## src/rtl/uart_tx_param.sv

```systemverilog
// Parametrised UART transmitter: small TX FIFO feeding a start/data/parity/stop framer.
// Latency: a word pushed into an empty FIFO starts its frame two edges later.
// Backpressure: tx_ready drops when the FIFO is full; a push while full is dropped and flagged.

// Word FIFO between the bus push strobe and the framer.
// Latency: a pushed word is visible on pop_dat from the next cycle.
// Backpressure: full is taken from the registered count; a push while full is dropped and pulses overflow.
module uart_tx_fifo #(
    parameter int DEPTH = 4,
    parameter int W     = 8
) (
    input  logic                       clk,
    input  logic                       reset,
    input  logic                       push,
    input  logic [W-1:0]               push_dat,
    input  logic                       pop,
    output logic [W-1:0]               pop_dat,
    output logic [$clog2(DEPTH):0]     count,
    output logic                       full,
    output logic                       empty,
    output logic                       overflow
);
    localparam int PTR_W = $clog2(DEPTH);
    localparam int CNT_W = PTR_W + 1;

    logic [W-1:0]     mem [DEPTH];
    logic [PTR_W-1:0] wr_ptr;
    logic [PTR_W-1:0] rd_ptr;
    logic             do_push;
    logic             do_pop;

    assign full    = (count == CNT_W'(DEPTH));
    assign empty   = (count == '0);
    assign do_push = push && !full;
    assign do_pop  = pop && !empty;
    assign pop_dat = mem[rd_ptr];

    // Storage array; contents need no reset since count gates every read.
    always_ff @(posedge clk) begin
        if (do_push) begin
            mem[wr_ptr] <= push_dat;
        end
    end

    // Pointers wrap naturally because DEPTH is a power of two.
    always_ff @(posedge clk) begin
        if (reset) begin
            wr_ptr   <= '0;
            rd_ptr   <= '0;
            count    <= '0;
            overflow <= 1'b0;
        end else begin
            if (do_push) begin
                wr_ptr <= wr_ptr + PTR_W'(1);
            end
            if (do_pop) begin
                rd_ptr <= rd_ptr + PTR_W'(1);
            end
            count    <= count + CNT_W'(do_push) - CNT_W'(do_pop);
            overflow <= push && full;
        end
    end
endmodule

module uart_tx_param #(
    parameter int CLKS_PER_BIT = 2604,
    parameter int DATA_LEN     = 8,
    parameter int PARITY       = 0,
    parameter int STOP_BITS    = 1,
    parameter int FIFO_DEPTH   = 4
) (
    input  logic                          clk,
    input  logic                          reset,
    input  logic                          send_sig,
    input  logic [DATA_LEN-1:0]           data,
    output logic                          tx_ready,
    output logic [$clog2(FIFO_DEPTH):0]   fifo_count,
    output logic                          tx_overflow,
    output logic                          tx_data,
    output logic                          tx_busy,
    output logic                          tx_done
);
    // Any mode other than 1 or 2 sends no parity bit.
    localparam logic PAR_EN    = (PARITY == 1) || (PARITY == 2);
    localparam logic PAR_ODD   = (PARITY == 2);
    localparam int   STOP_CLKS = STOP_BITS * CLKS_PER_BIT;
    localparam int   CNT_W     = $clog2(STOP_CLKS + 1);
    localparam int   BIT_W     = $clog2(DATA_LEN);

    typedef enum logic [2:0] {
        S_IDLE,
        S_START,
        S_DATA,
        S_PARITY,
        S_STOP
    } state_t;

    state_t              state;
    state_t              state_nxt;
    logic [CNT_W-1:0]    clk_cnt;
    logic [CNT_W-1:0]    clk_cnt_nxt;
    logic [BIT_W-1:0]    bit_cnt;
    logic [BIT_W-1:0]    bit_cnt_nxt;
    logic [DATA_LEN-1:0] shift_q;
    logic [DATA_LEN-1:0] shift_nxt;
    logic                par_bit;
    logic                par_nxt;
    logic                tx_data_nxt;
    logic                tx_busy_nxt;
    logic                tx_done_nxt;

    logic                fifo_pop;
    logic [DATA_LEN-1:0] fifo_rd_dat;
    logic                fifo_full;
    logic                fifo_empty;
    logic                bit_end;
    logic                stop_end;
    logic                last_bit;

    uart_tx_fifo #(
        .DEPTH (FIFO_DEPTH),
        .W     (DATA_LEN)
    ) u_fifo (
        .clk      (clk),
        .reset    (reset),
        .push     (send_sig),
        .push_dat (data),
        .pop      (fifo_pop),
        .pop_dat  (fifo_rd_dat),
        .count    (fifo_count),
        .full     (fifo_full),
        .empty    (fifo_empty),
        .overflow (tx_overflow)
    );

    assign tx_ready = !fifo_full;
    assign bit_end  = (clk_cnt == CNT_W'(CLKS_PER_BIT - 1));
    assign stop_end = (clk_cnt == CNT_W'(STOP_CLKS - 1));
    assign last_bit = (bit_cnt == BIT_W'(DATA_LEN - 1));

    // State, counters, shift register and the registered line outputs.
    always_ff @(posedge clk) begin
        if (reset) begin
            state   <= S_IDLE;
            clk_cnt <= '0;
            bit_cnt <= '0;
            shift_q <= '0;
            par_bit <= 1'b0;
            tx_data <= 1'b1;
            tx_busy <= 1'b0;
            tx_done <= 1'b0;
        end else begin
            state   <= state_nxt;
            clk_cnt <= clk_cnt_nxt;
            bit_cnt <= bit_cnt_nxt;
            shift_q <= shift_nxt;
            par_bit <= par_nxt;
            tx_data <= tx_data_nxt;
            tx_busy <= tx_busy_nxt;
            tx_done <= tx_done_nxt;
        end
    end

    // Frame sequencing: each phase ends on its last clock of the bit period.
    always_comb begin
        state_nxt = state;
        case (state)
            S_IDLE:   if (!fifo_empty) state_nxt = S_START;
            S_START:  if (bit_end) state_nxt = S_DATA;
            S_DATA:   if (bit_end && last_bit) state_nxt = PAR_EN ? S_PARITY : S_STOP;
            S_PARITY: if (bit_end) state_nxt = S_STOP;
            S_STOP:   if (stop_end) state_nxt = S_IDLE;
            default:  state_nxt = S_IDLE;
        endcase
    end

    // Next values of the line, counters and shift register; the line only moves at bit boundaries.
    always_comb begin
        clk_cnt_nxt = clk_cnt + CNT_W'(1);
        bit_cnt_nxt = bit_cnt;
        shift_nxt   = shift_q;
        par_nxt     = par_bit;
        tx_data_nxt = tx_data;
        tx_busy_nxt = tx_busy;
        tx_done_nxt = 1'b0;
        fifo_pop    = 1'b0;
        case (state)
            S_IDLE: begin
                clk_cnt_nxt = '0;
                bit_cnt_nxt = '0;
                tx_data_nxt = 1'b1;
                tx_busy_nxt = 1'b0;
                if (!fifo_empty) begin
                    fifo_pop    = 1'b1;
                    shift_nxt   = fifo_rd_dat;
                    par_nxt     = (^fifo_rd_dat) ^ PAR_ODD;
                    tx_data_nxt = 1'b0;
                    tx_busy_nxt = 1'b1;
                end
            end
            S_START: begin
                if (bit_end) begin
                    clk_cnt_nxt = '0;
                    tx_data_nxt = shift_q[0];
                end
            end
            S_DATA: begin
                if (bit_end) begin
                    clk_cnt_nxt = '0;
                    if (last_bit) begin
                        tx_data_nxt = PAR_EN ? par_bit : 1'b1;
                    end else begin
                        shift_nxt   = shift_q >> 1;
                        tx_data_nxt = shift_q[1];
                        bit_cnt_nxt = bit_cnt + BIT_W'(1);
                    end
                end
            end
            S_PARITY: begin
                if (bit_end) begin
                    clk_cnt_nxt = '0;
                    tx_data_nxt = 1'b1;
                end
            end
            S_STOP: begin
                if (stop_end) begin
                    clk_cnt_nxt = '0;
                    tx_busy_nxt = 1'b0;
                    tx_done_nxt = 1'b1;
                end
            end
            default: begin
                clk_cnt_nxt = '0;
                tx_data_nxt = 1'b1;
                tx_busy_nxt = 1'b0;
            end
        endcase
    end
endmodule

```

## config.mk

```make
export PLATFORM = sky130hd
export DESIGN_NAME = uart_tx_param
export DESIGN_NICKNAME = d
export VERILOG_FILES = /design/src/rtl/uart_tx_param.sv
export SDC_FILE = /design/constraint.sdc
export NUM_CORES = 1
export LEC_CHECK = 0
export BUFFER_PORTS_ARGS = -buffer_cell sky130_fd_sc_hd__buf_2
export CORE_MARGIN = 2
export CORE_UTILIZATION = 59
export CTS_CLUSTER_SIZE = 10
export DETAILED_ROUTE_END_ITERATION = 6
export PLACE_DENSITY_LB_ADDON = 0.08
export SYNTH_ARGS = -nofsm -noshare
export SYNTH_HDL_FRONTEND = slang
export SYNTH_SLANG_ARGS = --single-unit
```

## constraint.sdc

```tcl
create_clock -name clk -period 3.1 [get_ports clk]
set_input_delay 0.155 -clock clk [delete_from_list [all_inputs] [get_ports clk]]
set_output_delay 0.155 -clock clk [all_outputs]
set_load 0.01 [all_outputs]
```

Word-level counts from Yosys, hierarchy flattened --
Memory sizes are Yosys's and may differ from the RTL's. A register that Yosys moved wholly into a read port is not among the register bits. Cells that the tools add are included.
Word-level totals: bits in registers 37, RAM bits 32, input port bits 11, output and inout port bits 8, memories 1
Cells by class: add/sub/neg operators 6, equal/unequal tests 14, muxes and demuxes 28, bitwise operators 3, reductions and logical operators 18
Memories:
- u_fifo.mem | depth 4, bits a word 8, rd ports 1, clocked after Yosys merged registers in 1, wr ports 1, RTL line 26 | logic [W-1:0] mem [DEPTH];
Operator list (number):
- $mux W8 | 3
- $mux W3 | 7
- $pmux W8 S2 | 1
- $pmux W3 S5 | 1
- $ne A2 B2 Y1 const B | 7
- $add A12 B1 Y12 const B | 1
- $eq A12 B12 Y1 const B | 1
- $mux W1 | 11
- $eq A3 B3 Y1 const B | 3
- $reduce_and A4 Y1 | 2
- $eq A3 B2 Y1 const B | 2
- $logic_not A3 Y1 | 2
- $pmux W3 S2 | 1
- $reduce_or A3 Y1 | 2
- $pmux W1 S5 | 1
- $reduce_and A5 Y1 | 1
- $add A2 B1 Y2 const B | 2
- $logic_and A1 B1 Y1 | 4
- $mux W2 | 2
- $reduce_or A4 Y1 | 1
- $add A3 B1 Y3 | 1
- $add A3 B1 Y3 const B | 1
- $eq A3 B1 Y1 const B | 1
- $not A1 Y1 | 3
- 7 further kinds | 8

Depth between registers and ports, before layout --
Gate-level depths: netlist (run 1).
depth after elaboration 6, mapped depth 10

Cells and area by module --
From an unflattened synthesis (run 1), not the netlist that was laid out.
Unflattened totals: cell total of the unflattened synthesis 253, area total of the unflattened synthesis 3047.9 um^2
By module, submodules not included:
- uart_tx_fifo | instances 1, cells each 95, area each 1660.3 um^2
- uart_tx_param | instances 1, cells each 158, area each 1387.6 um^2

Worst setup path after synthesis (run 1) --
OpenSTA, ideal clock, no wires.
kind register to register, start point register u_fifo.count[1], end point register u_fifo.count[2], data arrival time 2301 ps, data required time 2972 ps, slack 671 ps, cell stages (with the launch flop) 11, period minus slack after synthesis 2429 ps, path through dfxtp_1 -> or3_1 -> and2_1 -> clkbuf_1 -> ha_1 -> inv_1 -> ha_1 -> fa_1 -> xnor2_1 -> xnor2_1 -> nor2_1
On the way: longest elaborated chain between the ends 5
Ends and longest elaborated chain:
- start: declaration | RTL line 18 | output logic [$clog2(DEPTH):0] count,
- start signal: assignment | RTL line 59 | count <= count + CNT_W'(do_push) - CNT_W'(do_pop);
- $logic_not A3 Y1 | RTL line 33 | assign empty = (count == '0);
- $mux W1 | RTL line 193 | if (!fifo_empty) begin
- $mux W1 | RTL line 187 | case (state)
- named net fifo_pop | RTL line 112 | logic fifo_pop;
- $logic_and A1 B1 Y1 | RTL line 35 | assign do_pop = pop && !empty;
- $sub A3 B1 Y3 | RTL line 59
The timed path passes the listed nets, and every way through them passes these cells. A chain may end at the register's enable or synchronous reset.

Worst setup path after layout (run 1) --
start point register u_fifo.count[1], end point register u_fifo.count[2]
On the way: longest elaborated chain between the ends 5
Ends and longest elaborated chain (RTL line):
- $eq A3 B3 Y1 / $logic_not A3 Y1 (equally long branches) | 32, 33
- $logic_not A1 Y1 / $mux W1 (equally long branches) | 34, 193
- $logic_and A1 B1 Y1 / $mux W1 (equally long branches) | 34, 187
- $add A3 B1 Y3 / $logic_and A1 B1 Y1 (equally long branches) | 59, 35
- $sub A3 B1 Y3 (*) | 59
Every way passes the cells marked *; elsewhere a longest branch is shown, timed or not.

==> results of run 1 <==
[layout by cell type (no fill, tap or decap), types with 3 or more instances in the layout]
cell type	instances
dfxtp_1	39
edfxtp_1	32
nor2_1	24
buf_2	18
xnor2_1	11
inv_1	10
o21ai_0	9
ha_1	9
clkbuf_8	9
mux4_2	8
mux2i_1	8
o311a_1	7
and3_1	6
nand3_1	6
nand2_1	5
a21oi_1	5
nand4_1	5
xor2_1	5
nor3_1	4
and2_1	3
nor4_1	3
[report_power, final]
group / switching [mW] / internal [mW] / leakage (nW)
clock: 0.342 / 0.294 / 0.0829
combinational: 0.307 / 0.324 / 0.490
sequential: 0.117 / 1.14 / 0.612
[flip-flops by register name, summed over array words and instances (netlist names), named ones only]
signal	count
bit_cnt	3
tx_data	1
state	3
tx_done	1
u_fifo.wr_ptr	2
clk_cnt	12
u_fifo.count	3
tx_busy	1
shift_q	8
u_fifo.rd_ptr	2
u_fifo.overflow	1
u_fifo.mem	32
[final timing paths]
kind                         from          endpoint  slack [ps]  cells past startpoint
setup / recovery  u_fifo.count[1]   u_fifo.count[2]         810                      9
hold / removal            data[1]  u_fifo.mem[3][1]          20                      1
setup reg to reg  u_fifo.count[1]   u_fifo.count[2]         810                      9
hold reg to reg        clk_cnt[0]        clk_cnt[0]         460                      1
[metrics by stage]
step / cells / cell area [um2] / power [mW] / hold WS (ps)
3_5_place_dp: 320 / 3180 / 1.92 / 376
6_report: 336 / 3350 / 2.53 / 24.8
2_1_floorplan: 245 / 3060 / 1.77 / 254
3_3_place_gp: 320 / 3180 / 1.91 / 369
4_1_cts: 336 / 3350 / 2.57 / 4.81
5_1_grt: 336 / 3350 / 2.70 / 0.534
[area by class of cell]
cell class,count,area (um2),share of cell area (%)
clock inverters,6,46.3,1.38
flip-flops and latches,71,1740,52.0
well taps,70,87.6,2.61
clock buffers,10,128,3.81
multi-input cells,148,1200,35.8
repair buffers,20,105,3.14
inverters,11,41.3,1.23
[per-layer routing]
metal	vias to the layer above	wire, um
met1	840	2240
met4	0	78
li1	938	-
met2	26	2180
met5	-	0
met3	6	170
[logic make-up after synthesis]
kind of cell	share of synthesized area (%)
compound gates	7.00
xor+xnor	4.58
fa+ha+maj	4.34
buf+inv	3.80
flops	57.0
mux	8.88
simple gates	14.4
==> metrics, run 1 <==
Finished Core Util 66.4%; Leak 1.18 nW; most common cell in the netlist dfxtp_1; clk slew on worst S/H paths 80 ps; die width 76.0 um; net count after synthesis 266; Mean Syn Cell Area 12.5 um2; sum of negative setup slack 0 ps; Overall Global Routing Usage 19.0%; prevailing post-synth register cell dfxtp_1; Worst Max-Slew Pin Slew 528 ps; crit path DAT 2510 ps; initial antenna violation count 0; crit path kind flop to flop; maxcap violations 0; Slew Limit Headroom 64.7%; HPWL after detailed placement 3220 um; Die H 76.0 um; CTS Sinks 71; Setup Viol. Count Final 0; Tcrit/Tclk final 73.9%; highest clock rate 0.437 GHz; largest net degree at the start of global routing 21; hold violation total from the final report 0; met3 GRT Util 7.11%; Synth area leader edfxtp_1; flip-flop and latch count after synthesis 71; Yosys cell types 47; WP buf/inv 1; total grt overflow 0; critical-path cell list or3_1 -> and2_1 -> ha_1 -> inv_1 -> ha_1 -> fa_1 -> xnor2_1 -> xnor2_1 -> nor2_1; CTS Buf Count 9; sequential area share after synthesis 57.0%; # diodes 0; vias 1810; Global Route met2 Usage 28.8%; Post-Synthesis Cells 245; Clock Path Buffers 2; Slew Viols, Final 0; I/O pins 19; initial DRC count 67; post-CTS setup repair buffer count 0; layout cells sized above 1 18.8%; H-Tree Depth 3; Crit-path slowest cell or3_1; Synth area leaders edfxtp_1, dfxtp_1, mux4_2; worst slack, placed 812 ps; Residual DRC 0; Area Overhead vs Synth 9.53%; Top delay family on crit path adder cells; critical path's largest stage delay 420 ps; IO buf count 18; critical path fanouts, max 5; Peak VDD IR 0.000456 V; CTS Root Cell clkbuf_8; async set-reset flop share out of synthesis 0%; CP endpoint kind flop; share of the synthesized area in the top cell type 31.4%; fin worst setup slack 809 ps; core region area 5040 um2; Detail Route Antenna Nets 0; number of global-route vias before repair 1835; Worst-Skew Late Latency 340 ps; Die ar. 5770 um2; CTS tree done; RSZ-0062 raised after global routing false; Hold Crit Class input pin to flop; Post-synth EDFFs 32; Initial Utilization 60.6%; Final GP Congestion 0.795; synthesized area 3060 um2; final worst clock skew 7.39 ps; Vias/cell 5.39; FILL cells 392; first-pass GRT wire length 8450 um; Global Route met1 Usage 24.0%; wire length per cell 13.9 um; startpoint type of the worst setup path flop; post-cts sizing count 0; post-route minimum period 2290 ps; gr busiest metal met2; hold-fix buffer count after cts 0; synth cell count leaders dfxtp_1, edfxtp_1, nor2_1, xnor2_1, inv_1; final wirelength 4670 um; cell row count 26; YS warnings 0; worst path required time 3320 ps; DRT Pass-1 Iters 4; outcome complete, no violations; nets 282; Pwr per Cell Area 754 nW/um2
No activity file was read; power rests on OpenSTA's default activity.
==> run 2, diff against run 1 <==
--- a/config.mk
+++ b/config.mk
@@ -7,7 +7,7 @@
 export LEC_CHECK = 0
 export BUFFER_PORTS_ARGS = -buffer_cell sky130_fd_sc_hd__buf_2
 export CORE_MARGIN = 2
-export CORE_UTILIZATION = 59
+export CORE_UTILIZATION = 54
 export CTS_CLUSTER_SIZE = 10
 export DETAILED_ROUTE_END_ITERATION = 6
 export PLACE_DENSITY_LB_ADDON = 0.08
==> constraint.sdc (replaced) <==
create_clock -name clk -period 1.9 [get_ports clk]
set_input_delay 0.095 -clock clk [delete_from_list [all_inputs] [get_ports clk]]
set_output_delay 0.095 -clock clk [all_outputs]
set_load 0.01 [all_outputs]
==> run 2 against run 1 <==
- the flow now finishes with violations (setup timing)
- design area rose by 8.5%
- sequential share of layout area fell by 4.0 points
- count of clock-buffer cells in the layout fell by 1
- total power rose by 84%
- first-iteration DRC count rose to 2.7 times the previous value
- global-route usage rose by 0.30 points
- register-to-register slack got worse by 990 ps
- critical path type unchanged
- largest power group unchanged
==> metrics, run 2 (same netlist as run 1, synthesis figures left out) <==
critical-path cell list or3_4 -> and2_4 -> ha_4 -> inv_2 -> ha_4 -> fa_2 -> xnor2_2 -> xnor2_1 -> nor2_1; Hold Crit Class input pin to flop; Final GP Congestion 0.711; critical path's largest stage delay 370 ps; IO buf count 18; HP Start send_sig; biggest regs u_fifo.mem (32), clk_cnt (12), shift_q (8); wire length per cell 14.8 um; r2r setup slk -180 ps; hold violation total from the final report 0; H-Tree Depth 3; Pwr per Cell Area 1280 nW/um2; failing checks setup timing; Overall Global Routing Usage 19.3%; nets 306; DRT Pass-1 Iters 4; placed cell area 3340 um2; outcome finished, violations left; Residual DRC 0; final wirelength 5370 um; Area Overhead vs Synth 18.9%; number of flip-flops in the largest register 32; Critical R2R Launch u_fifo.count[0]; maxcap violations 0; worst path required time 2120 ps; Slew Viols, Final 0; FILL cells 415; crit-path most repeated cell ha_4; met3 GRT Util 3.41%; Vias/cell 5.53; final worst clock skew 9.10 ps; I/O pins 19; crit path kind flop to flop; most common cell after layout, fill and taps aside dfxtp_1; crit path DAT 2300 ps; fin worst setup slack -176 ps; Top reg by flops u_fifo.mem; Peak VDD IR 0.000924 V; vias 2002; CTS tree done; Leak 1.33 nW; CTS Buf Count 9; total grt overflow 0; Detail Route Antenna Nets 0; core region area 5470 um2; most frequent cells in the layout dfxtp_1, edfxtp_1, nor2_1; critical path fanouts, max 3; Worst Max-Slew Pin Slew 431 ps; worst hold slack 51.5 ps; # diodes 0; Global Route met1 Usage 24.6%; RSZ-0062 raised after global routing true; clk slew on worst S/H paths 70 ps; Tcrit/Tclk final 109%; r2r endpoint u_fifo.count[2]; die width 79.3 um; Crit-path slowest cell or3_4; CTS Root Cell clkbuf_8; Die H 79.3 um; post-route minimum period 2080 ps; startpoint type of the worst setup path flop; gr busiest metal met2; CP endpoint kind flop; HPWL after detailed placement 3470 um; Die ar. 6280 um2; CTS Sinks 71; largest net degree at the start of global routing 21; initial antenna violation count 0; Reg2Reg Depth 9; initial DRC count 184; first-pass GRT wire length 9270 um; layout cells sized above 1 26.9%; Initial Utilization 55.9%; Slew Limit Headroom 71.3%; Global Route met2 Usage 31.8%; hold path depth 2; cell row count 27; Worst-Skew Late Latency 350 ps; Setup Viol. Count Final 2; Clock Path Buffers 2; highest clock rate 0.482 GHz; number of global-route vias before repair 2033; Worst Hold End u_fifo.overflow; post-route cell area 3630 um2
[run 2: cell type report]
class,count,area [um2],area share [%]
Timing Repair Buffer,44,305,8.40
Tap cell,72,90.1,2.48
Clock inverter,7,77.6,2.13
Inverter,11,41.3,1.14
Clock buffer,9,124,3.41
Multi-Input combinational cell,148,1250,34.4
Sequential cell,71,1750,48.0
[run 2: per-stage QoR]
stage                     TNS (ps)  std cells  power, mW  utilization (%)  setup WS, ps
final                         -277        362       4.65             66.4          -176
after global routing          -395        362       4.94             66.4          -248
after CTS                     -275        361       4.62             66.1          -184
after detailed placement      -301        337       3.39             61.0          -217
after global placement        -243        337       3.37             61.0          -197
after floorplan               -563        245       3.05                -          -353
[run 2: critical path, delay by kind of cell (launching register included)]
family	cells	cell delay (ps)
flip-flops	1	330
adder cells (fa/ha/maj)	3	730
AND/OR/NAND/NOR	3	580
XOR/XNOR	2	270
buffers and inverters	1	40
[run 2: repair_timing]
action,in CTS,in global routing
setup endpoints to repair,2,10
pin swaps,3,0
gates resized for setup,0,3
endpoints found under the hold margin,32,0
setup buffers,0,1
hold buffers,8,0
[run 2: worst max-delay path by stage]
stage	startpoint	endpoint	slack (ps)	depth (start not counted)
2_1_floorplan	u_fifo.count[0]	u_fifo.count[2]	-350	10
3_3_place_gp	u_fifo.count[0]	u_fifo.count[2]	-200	9
3_5_place_dp	u_fifo.count[0]	u_fifo.count[2]	-220	9
4_1_cts	u_fifo.count[0]	u_fifo.count[2]	-180	9
5_1_grt	u_fifo.count[0]	u_fifo.count[2]	-250	9
6_report	u_fifo.count[0]	u_fifo.count[2]	-180	9
[run 2: routing by layer]
metal  up-vias  share of wire (%)  wire [um]
met1       972                 46       2450
met5         -                  0          0
met4         0                1.8         95
met3         8                2.7        147
li1        990                  -          -
met2        32                 50       2670
[run 2: where the power goes]
part	internal, mW	leakage, nW	total, mW	switching [mW]
Clock	0.622	0.101	1.23	0.611
Sequential	1.87	0.613	2.00	0.135
Combinational	0.760	0.614	1.42	0.658
Total	3.25	1.33	4.65	1.40
